File: src/rtl/ras_ctrl_if.sv
// Fetch/RAS-facing bundle for the return-address-stack controller.
// Signal names mirror the controller's documented pin list.
interface ras_ctrl_if #(
    parameter int STACK_DEPTH = 8,
    parameter int ENTRY_SIZE  = 64,
    parameter int CKPT_DEPTH  = 8
);
    localparam int TW = $clog2(STACK_DEPTH);
    localparam int GW = $clog2(CKPT_DEPTH);

    logic                  fetch_valid_in;
    logic                  fetch_ready_out;
    logic [ENTRY_SIZE-1:0] fetch_pc_in;
    logic [31:0]           fetch_insn_in;
    logic                  fetch_branch_in;
    logic                  ckpt_valid_out;
    logic [GW-1:0]         ckpt_tag_out;
    logic                  pred_valid_out;
    logic [ENTRY_SIZE-1:0] pred_target_out;
    logic                  commit_in;
    logic                  mispredict_in;
    logic [GW-1:0]         mispredict_tag_in;
    logic                  ras_push_out;
    logic                  ras_pop_out;
    logic [ENTRY_SIZE-1:0] ras_pushee_out;
    logic                  ras_restore_out;
    logic [TW-1:0]         ras_new_tail_out;
    logic [ENTRY_SIZE-1:0] ras_top_in;

    modport slave (
        input  fetch_valid_in, fetch_pc_in, fetch_insn_in,
        input  fetch_branch_in, commit_in, mispredict_in,
        input  mispredict_tag_in, ras_top_in,
        output fetch_ready_out, ckpt_valid_out, ckpt_tag_out,
        output pred_valid_out, pred_target_out, ras_push_out,
        output ras_pop_out, ras_pushee_out, ras_restore_out,
        output ras_new_tail_out
    );

    modport master (
        output fetch_valid_in, fetch_pc_in, fetch_insn_in,
        output fetch_branch_in, commit_in, mispredict_in,
        output mispredict_tag_in, ras_top_in,
        input  fetch_ready_out, ckpt_valid_out, ckpt_tag_out,
        input  pred_valid_out, pred_target_out, ras_push_out,
        input  ras_pop_out, ras_pushee_out, ras_restore_out,
        input  ras_new_tail_out
    );
endinterface

File: src/rtl/ras_ctrl.sv
// Fetch-side RAS controller: call/ret decode, RET prediction, tail checkpoints.
// STACK_DEPTH and CKPT_DEPTH are powers of two so pointers wrap naturally.
module ras_ctrl #(
    parameter int STACK_DEPTH = 8,
    parameter int ENTRY_SIZE  = 64,
    parameter int CKPT_DEPTH  = 8
) (
    input logic       clk_in,
    input logic       rst_in,
    ras_ctrl_if.slave bus
);
    localparam int TW = $clog2(STACK_DEPTH);
    localparam int GW = $clog2(CKPT_DEPTH);
    localparam logic [TW:0] SMAX = (TW+1)'(STACK_DEPTH);
    localparam logic [GW:0] CMAX = (GW+1)'(CKPT_DEPTH);
    localparam logic [GW:0] CONE = (GW+1)'(1);

    logic [TW-1:0]         tail, n_tail;
    logic [TW:0]           size, n_size;
    logic [GW-1:0]         head, wptr, diff;
    logic [GW:0]           count, n_count;
    logic [TW-1:0]         ck_tail [CKPT_DEPTH];
    logic [TW:0]           ck_size [CKPT_DEPTH];
    logic                  is_call, is_ret, needs, ready, acc;
    logic                  alloc, cmt, push, pop, mis;
    logic                  ckpt_valid_q, pred_valid_q;
    logic [GW-1:0]         ckpt_tag_q;
    logic [ENTRY_SIZE-1:0] pred_target_q;

    always_comb begin
        is_call = ((bus.fetch_insn_in & 32'hFC00_0000) == 32'h9400_0000)
               || ((bus.fetch_insn_in & 32'hFFFF_FC1F) == 32'hD63F_0000);
        is_ret  = (bus.fetch_insn_in & 32'hFFFF_FC1F) == 32'hD65F_0000;
        needs   = is_call || is_ret || bus.fetch_branch_in;
        mis     = bus.mispredict_in;
        ready   = !mis && !(needs && count == CMAX);
        acc     = bus.fetch_valid_in && ready;
        alloc   = acc && needs;
        cmt     = bus.commit_in && (count != '0);
    end

    // A full stack keeps size pinned; the new push overwrites the oldest slot.
    always_comb begin
        n_tail = tail;
        n_size = size;
        push   = 1'b0;
        pop    = 1'b0;
        if (acc && is_call) begin
            push   = 1'b1;
            n_tail = tail + 1'b1;
            if (size != SMAX)
                n_size = size + 1'b1;
        end else if (acc && is_ret && size != '0) begin
            pop    = 1'b1;
            n_tail = tail - 1'b1;
            n_size = size - 1'b1;
        end
    end

    always_comb begin
        diff = bus.mispredict_tag_in - head;
        if (mis)
            n_count = {1'b0, diff} + CONE - (GW+1)'(cmt);
        else
            n_count = count + (GW+1)'(alloc) - (GW+1)'(cmt);
    end

    always_ff @(posedge clk_in) begin
        if (alloc) begin
            ck_tail[wptr] <= n_tail;
            ck_size[wptr] <= n_size;
        end
    end

    always_ff @(posedge clk_in or posedge rst_in) begin
        if (rst_in) begin
            tail          <= '0;
            size          <= '0;
            head          <= '0;
            wptr          <= '0;
            count         <= '0;
            ckpt_valid_q  <= 1'b0;
            ckpt_tag_q    <= '0;
            pred_valid_q  <= 1'b0;
            pred_target_q <= '0;
        end else begin
            ckpt_valid_q <= alloc;
            pred_valid_q <= pop;
            count        <= n_count;
            head         <= head + GW'(cmt);
            if (alloc)
                ckpt_tag_q <= wptr;
            if (pop)
                pred_target_q <= bus.ras_top_in;
            if (mis) begin
                tail <= ck_tail[bus.mispredict_tag_in];
                size <= ck_size[bus.mispredict_tag_in];
                wptr <= bus.mispredict_tag_in + 1'b1;
            end else begin
                tail <= n_tail;
                size <= n_size;
                if (alloc)
                    wptr <= wptr + 1'b1;
            end
        end
    end

    assign bus.fetch_ready_out  = ready;
    assign bus.ckpt_valid_out   = ckpt_valid_q;
    assign bus.ckpt_tag_out     = ckpt_tag_q;
    assign bus.pred_valid_out   = pred_valid_q;
    assign bus.pred_target_out  = pred_target_q;
    assign bus.ras_push_out     = push && !rst_in;
    assign bus.ras_pop_out      = pop && !rst_in;
    assign bus.ras_pushee_out   = (push && !rst_in)
                                ? bus.fetch_pc_in + ENTRY_SIZE'(4) : '0;
    assign bus.ras_restore_out  = mis && !rst_in;
    assign bus.ras_new_tail_out = (mis && !rst_in)
                                ? ck_tail[bus.mispredict_tag_in] : '0;
endmodule

File: src/flat_wrapper.sv
// flat-port wrapper written by rule: the top's interface ports become plain ports
module ras_ctrl_flat 
#(
    parameter int STACK_DEPTH = 8,
    parameter int ENTRY_SIZE  = 64,
    parameter int CKPT_DEPTH  = 8
)
  (clk_in, rst_in, bus_fetch_valid_in, bus_fetch_pc_in, bus_fetch_insn_in, bus_fetch_branch_in, bus_commit_in, bus_mispredict_in, bus_mispredict_tag_in, bus_ras_top_in, bus_fetch_ready_out, bus_ckpt_valid_out, bus_ckpt_tag_out, bus_pred_valid_out, bus_pred_target_out, bus_ras_push_out, bus_ras_pop_out, bus_ras_pushee_out, bus_ras_restore_out, bus_ras_new_tail_out);
  ras_ctrl_if #(.STACK_DEPTH(STACK_DEPTH), .ENTRY_SIZE(ENTRY_SIZE), .CKPT_DEPTH(CKPT_DEPTH)) bus_i ();
  input logic clk_in;
  input logic rst_in;
  input wire logic [$bits(bus_i.fetch_valid_in)-1:0] bus_fetch_valid_in;
  input wire logic [$bits(bus_i.fetch_pc_in)-1:0] bus_fetch_pc_in;
  input wire logic [$bits(bus_i.fetch_insn_in)-1:0] bus_fetch_insn_in;
  input wire logic [$bits(bus_i.fetch_branch_in)-1:0] bus_fetch_branch_in;
  input wire logic [$bits(bus_i.commit_in)-1:0] bus_commit_in;
  input wire logic [$bits(bus_i.mispredict_in)-1:0] bus_mispredict_in;
  input wire logic [$bits(bus_i.mispredict_tag_in)-1:0] bus_mispredict_tag_in;
  input wire logic [$bits(bus_i.ras_top_in)-1:0] bus_ras_top_in;
  output wire logic [$bits(bus_i.fetch_ready_out)-1:0] bus_fetch_ready_out;
  output wire logic [$bits(bus_i.ckpt_valid_out)-1:0] bus_ckpt_valid_out;
  output wire logic [$bits(bus_i.ckpt_tag_out)-1:0] bus_ckpt_tag_out;
  output wire logic [$bits(bus_i.pred_valid_out)-1:0] bus_pred_valid_out;
  output wire logic [$bits(bus_i.pred_target_out)-1:0] bus_pred_target_out;
  output wire logic [$bits(bus_i.ras_push_out)-1:0] bus_ras_push_out;
  output wire logic [$bits(bus_i.ras_pop_out)-1:0] bus_ras_pop_out;
  output wire logic [$bits(bus_i.ras_pushee_out)-1:0] bus_ras_pushee_out;
  output wire logic [$bits(bus_i.ras_restore_out)-1:0] bus_ras_restore_out;
  output wire logic [$bits(bus_i.ras_new_tail_out)-1:0] bus_ras_new_tail_out;
  assign bus_i.fetch_valid_in = bus_fetch_valid_in;
  assign bus_i.fetch_pc_in = bus_fetch_pc_in;
  assign bus_i.fetch_insn_in = bus_fetch_insn_in;
  assign bus_i.fetch_branch_in = bus_fetch_branch_in;
  assign bus_i.commit_in = bus_commit_in;
  assign bus_i.mispredict_in = bus_mispredict_in;
  assign bus_i.mispredict_tag_in = bus_mispredict_tag_in;
  assign bus_i.ras_top_in = bus_ras_top_in;
  assign bus_fetch_ready_out = bus_i.fetch_ready_out;
  assign bus_ckpt_valid_out = bus_i.ckpt_valid_out;
  assign bus_ckpt_tag_out = bus_i.ckpt_tag_out;
  assign bus_pred_valid_out = bus_i.pred_valid_out;
  assign bus_pred_target_out = bus_i.pred_target_out;
  assign bus_ras_push_out = bus_i.ras_push_out;
  assign bus_ras_pop_out = bus_i.ras_pop_out;
  assign bus_ras_pushee_out = bus_i.ras_pushee_out;
  assign bus_ras_restore_out = bus_i.ras_restore_out;
  assign bus_ras_new_tail_out = bus_i.ras_new_tail_out;
  ras_ctrl #(.STACK_DEPTH(STACK_DEPTH), .ENTRY_SIZE(ENTRY_SIZE), .CKPT_DEPTH(CKPT_DEPTH)) u_core (.clk_in(clk_in), .rst_in(rst_in), .bus(bus_i));
endmodule
File: config.mk
export PLATFORM = sky130hd
export DESIGN_NAME = ras_ctrl_flat
export DESIGN_NICKNAME = d
export VERILOG_FILES = /design/src/rtl/ras_ctrl_if.sv /design/src/rtl/ras_ctrl.sv /design/src/flat_wrapper.sv
export SDC_FILE = /design/constraint.sdc
export NUM_CORES = 1
export LEC_CHECK = 0
export CAP_MARGIN = 0
export CORE_MARGIN = 2
export CORE_UTILIZATION = 43
export DETAILED_ROUTE_END_ITERATION = 10
export MAX_ROUTING_LAYER = met4
export PLACE_DENSITY = 0.84
export SLEW_MARGIN = 15
export SYNTH_ARGS = -nofsm -noshare
export SYNTH_HDL_FRONTEND = slang
export SYNTH_SLANG_ARGS = --single-unit
File: constraint.sdc
create_clock -name clk_in -period 4.27 [get_ports clk_in]
set_clock_uncertainty 0.2 [all_clocks]
set_input_delay 0.6405 -clock clk_in [delete_from_list [all_inputs] [get_ports clk_in]]
set_output_delay 0.6405 -clock clk_in [all_outputs]
set_load 0.05 [all_outputs]
== Yosys cells after proc, flatten, opt, wreduce, memory -nomap -nowiden ==
Memory sizes are Yosys's and may differ from the RTL's.
Cells that the tools add are included.

* Add/subtract/negate cells: 13
* Eq/ne operators: 5
* Mux-type cells: 17
* Reductions and logical operators: 20

{| class="wikitable"
|+ Operators by type and width
! cell !! count
|-
| adder 64 x 3 -> 64 bit, second input constant || 1
|-
| two-way mux 64 bit || 1
|-
| == test 27 bit, second input constant || 2
|-
| two-way mux 4 bit || 5
|-
| two-way mux 3 bit || 6
|-
| logical AND 1 bit || 11
|-
| adder 3 x 1 -> 3 bit, second input constant || 3
|-
| nonzero test 4 bit || 2
|-
| subtractor 4 x 1 -> 4 bit || 2
|-
| == test 6 bit, second input constant || 1
|-
| two-way mux 1 bit || 5
|-
| adder 3 x 1 -> 4 bit, second input constant || 1
|-
| adder 4 x 1 -> 4 bit || 1
|-
| adder 4 x 1 -> 4 bit, second input constant || 1
|-
| == test 4 bit, second input constant || 1
|-
| inequality test 4 bit, second input constant || 1
|-
| subtractor 4 x 1 -> 4 bit, second input constant || 1
|-
| adder 3 x 1 -> 3 bit || 1
|-
| zero test 1 bit || 3
|-
| logical OR 1 bit || 3
|-
| subtractor 3 x 1 -> 3 bit, second input constant || 1
|-
| subtractor 3 bit || 1
|-
| nonzero test 2 bit || 1
|}

* Flip-flop bits (word level): 86
* Bits in writable memories: 56
* Output and inout port bits: 140
* Logic and storage cells: 66
* Memories: 2

{| class="wikitable"
|+ Memory list
! name !! depth !! bits a word !! rd ports !! clocked after Yosys merged registers in !! write ports !! line !! text
|-
| u_core.ck_size || 8 || 4 || 1 || 0 || 1 || ras_ctrl.sv:23 || <nowiki>logic [TW:0] ck_size [CKPT_DEPTH];</nowiki>
|-
| u_core.ck_tail || 8 || 3 || 1 || 0 || 1 || ras_ctrl.sv:22 || <nowiki>logic [TW-1:0] ck_tail [CKPT_DEPTH];</nowiki>
|}

== Logic depth before layout (Yosys ltp) ==
Gate-level depths: netlist of the first run.

* Depth in word-level cells: 13
* Mapped depth: 12
* Gate-level depth less buffers: 12

== Worst setup path after synthesis of the first run ==
No wires, ideal clock.

* Path kind: input to output
* Start: in rst_in
* End: out bus_ras_pushee_out[55]
* Data arrival time: 3758 ps
* Setup slack: -329 ps
* Stages on the path: 5
* Path buffers: 2
* Cells stage by stage: inv_1 nand2b_1 clkbuf_1 clkbuf_1 a21oi_1

* Longest elaborated chain between the ends: 3

{| class="wikitable"
|+ RTL lines
! what !! line !! text
|-
| start, declared || flat_wrapper.sv:11 || <nowiki>input logic rst_in;</nowiki>
|-
| zero test 1 bit (no source line) || n/a ||
|-
| logical AND 1 bit || ras_ctrl.sv:115 || <nowiki>assign bus.ras_pushee_out = (push && !rst_in)</nowiki>
|-
| two-way mux 64 bit || ras_ctrl.sv:116 || <nowiki>? bus.fetch_pc_in + ENTRY_SIZE'(4) : '0;</nowiki>
|-
| end, declared || flat_wrapper.sv:27 || <nowiki>output wire logic [$bits(bus_i.ras_pushee_out)-1:0] bus_ras_pushee_out;</nowiki>
|}

No other way between the ends.

== Final worst setup path of the first run ==
* Start: in bus_fetch_pc_in[5]
* End: out bus_ras_pushee_out[63]

* Longest elaborated chain between the ends: 2

{| class="wikitable"
|+ RTL lines
! what !! line !! text
|-
| start, declared || flat_wrapper.sv:13 || <nowiki>input wire logic [$bits(bus_i.fetch_pc_in)-1:0] bus_fetch_pc_in;</nowiki>
|-
| adder 64 x 3 -> 64 bit || ras_ctrl.sv:116 ||
|-
| two-way mux 64 bit || ras_ctrl.sv:116 ||
|}

No other way between the ends.

==> run metrics, run 1 <==
post-CTS resize count 0; clock root cell clkbuf_16; vias in the first global route 7339; Top cell by count, worst path or3_1; Worst Setup End Kind output port; ys flop type dfrtp_1; Crit Path Category in2out; GP Congestion 0.920; Gate Count Post-Synth 813; row cnt 49; setup tns final 0 ns; Mapped Avg Cell Area 9.59 um2; gr ovfl total 0; Net Count, Synth 1002; Max stage delay on crit path 0.59 ns; Hold Startpoint u_core.bus.pred_target_out[56]$_DFFE_PP0P_; VDD IR max 0.420 mV; final slew viol count 0; RSZ-0062 raised after global routing no; Final Cycle Share 0.954; fillers 1314; Final ANT Viol Nets 0; worst r2r src u_core.size[1]$_DFF_PP0_; beginning of the critical path bus_fetch_pc_in[5]; Die H 139 um; WP data arrival 3.23 ns; DR vias 7169; share of cells above drive strength 1 0.139; CTS tree yes; EDFF count, synth 56; global-route wire length before repair 38300 um; # DRC 0; critical path's top delay family simple AND/OR/NAND/NOR gates; minimum clock period 4.07 ns; worst hold endpoint u_core.bus.pred_target_out[56]$_DFFE_PP0P_; top cells by count, synth 232 x nand2_1, 93 x nor2_1, 86 x dfrtp_1; DIE AREA 19200 um2; CP startpoint kind input pin; status finished, final reports clean; Cell Area, Placed 11800 um2; Layout area overhead 59.4%; I/O Buffers 303; Pwr per Cell Area 308 nW/um2; # diodes 0; final WL 24200 um; Slowest-stage cell, CP clkdlybuf4s50_1; cts bufs inserted 17; initial antenna violation count 0; CTS H-tree lvls 4; most common cell in the netlist nand2_1; Total Nets Final 1317; Post-CTS Hold Buffers 0; Synth area leader dfrtp_1; sequential cell area fraction in the yosys report 0.492; R2R setup slack 1.32 ns; Worst R2R End u_core.ck_size[2][3]$_DFFE_PP_; Initial Util 0.435; Skew-Pair Late Insertion Delay 0.41 ns; setup violators final 0; CP max FO 6; HPWL after detailed placement 18800 um; vias per cell 5.23; first drt pass iteration count 5; cell area after layout 12400 um2; Synth top area share 0.276; Worst-Margin Slew 0.917 ns; Initial DRC Count 373; Yosys cell types 55; die width 139 um; Worst Hold Class reg2reg; clock sink count 142; async set or reset register ratio after synthesis 0.606; Yosys Warn Count 0; Max-cap violations 0; relative slew slack 0.386; Post-Syn Area 7790 um2; clock-pin transition on the worst setup and hold timing paths 0.06 ns; fmax 0.245 GHz; WL per Instance 17.7 um; Pleak 5.19 nW; Post-CTS Setup Bufs 0; GR Util All Layers 0.261; core area 17900 um2; worst endpoint required time 3.43 ns; critical path cell sequence clkdlybuf4s50_1 > nand4_2 > or3_1 > nor4_2 > nand4_1 > or3_1 > a21oi_1 > buf_12; number of synthesized register bits 142; R2R depth 9; top cells by area, synth dfrtp_1 28%, edfxtp_1 22%, nand2_1 11%, xor2_1 5.1%, nor2_1 4.5%; pin count of the biggest net entering global routing 70; Max clock buf depth 2; IO Pins 309; Crit path buffers/inverters 2; Cells on Worst Hold Path 2; Fin. Hold Viols 0
kinds of logic (layout without fill, tap and decap cells):
| kind of cell | count (synthesis) | count (layout) | share of synthesized area |
|---|---|---|---|
| and+or+nand+nor | 451 | 451 | 0.262 |
| xor gates and xnor gates | 68 | 68 | 0.0764 |
| AOI/OAI and AO/OA | 45 | 45 | 0.0413 |
| adders and majority gates | 20 | 20 | 0.0340 |
| DFF | 142 | 142 | 0.492 |
| buffers and inverters | 61 | 389 | 0.0374 |
| muxes | 26 | 26 | 0.0570 |
sequential cells by signal, summed over array words and instances (netlist names):
| signal | flops |
|---|---|
| u_core.bus.pred_target_out | 64 |
| u_core.ck_size | 32 |
| u_core.ck_tail | 24 |
| u_core.count | 4 |
| u_core.size | 4 |
| u_core.bus.ckpt_tag_out | 3 |
| u_core.head | 3 |
| u_core.tail | 3 |
| u_core.wptr | 3 |
| u_core.bus.ckpt_valid_out | 1 |
| u_core.bus.pred_valid_out | 1 |
per-layer routing:
metal | share of wire | wire length, um | vias to the layer above | track usage
li1 | - | - | 3390 | -
met1 | 0.37 | 9020 | 3386 | 0.296
met5 | 0 | 0 | - | -
met4 | 0.036 | 869 | 0 | 0.109
met3 | 0.071 | 1710 | 57 | 0.0463
met2 | 0.52 | 12600 | 336 | 0.458
report_power, final:
group          internal, W  switching, W
combinational     0.000361      0.000375
clock             0.000968      0.000546
sequential         0.00152     0.0000570
worst min-delay path: stages, from the launching register on:
cell and delay, ns:
dfrtp_1 0.34, nand2_1 0.05, nand2_1 0.05
how the worst max path moves through the flow:
| stage | slack (ns) | depth (start not counted) | endpoint |
|---|---|---|---|
| after floorplan | 0.42 | 5 | bus_ras_pushee_out[0] |
| after global placement | 0.25 | 8 | bus_ras_pushee_out[63] |
| after detailed placement | 0.17 | 8 | u_core.ck_tail[6][0]$_DFFE_PP_ |
| after CTS | 0.20 | 8 | bus_ras_pushee_out[63] |
| after global routing | 0.05 | 8 | bus_ras_pushee_out[63] |
| final | 0.20 | 8 | bus_ras_pushee_out[63] |
stage by stage:
stage          hold slack, ns  instances  total power, W  worst slack (ns)   util
2_1_floorplan           0.259        813         0.00200             0.422      -
3_3_place_gp            0.249       1338         0.00229             0.250  0.660
3_5_place_dp            0.255       1338         0.00233             0.171  0.660
4_1_cts                 0.267       1370         0.00385             0.204  0.694
5_1_grt                 0.286       1370         0.00401            0.0499  0.694
6_report                0.261       1370         0.00382             0.196  0.694
cell type report:
cell class	count	area, um2	area share
Timing Repair Buffer	331	3910	0.315
Multi-Input combinational cell	610	3680	0.296
Sequential cell	142	3830	0.309
Inverter	26	101	0.00816
Tap cell	229	287	0.0231
Clock inverter	9	134	0.0108
Clock buffer	23	478	0.0385
cells in the final DEF, fill, tap and decap left out, types with 14 or more instances in the layout:
cell,count
clkdlybuf4s50_1,234
nand2_1,232
nor2_1,93
dfrtp_1,86
buf_12,67
edfxtp_1,56
xor2_1,45
nand3_1,32
buf_4,30
inv_1,25
xnor2_1,23
nand4_1,21
ha_1,18
clkbuf_16,17
and3_1,15
mux4_2,14
Note: power is estimated with default switching activity, not from simulation.
==> run 2: changes to the inputs <==
--- a/config.mk
+++ b/config.mk
@@ -15,3 +15,4 @@
 export SYNTH_ARGS = -nofsm -noshare
 export SYNTH_HDL_FRONTEND = slang
 export SYNTH_SLANG_ARGS = --single-unit
+export TNS_END_PERCENT = 30
==> results of run 2 <==
Final layout, timing and power as in run 1 (identical DEF).
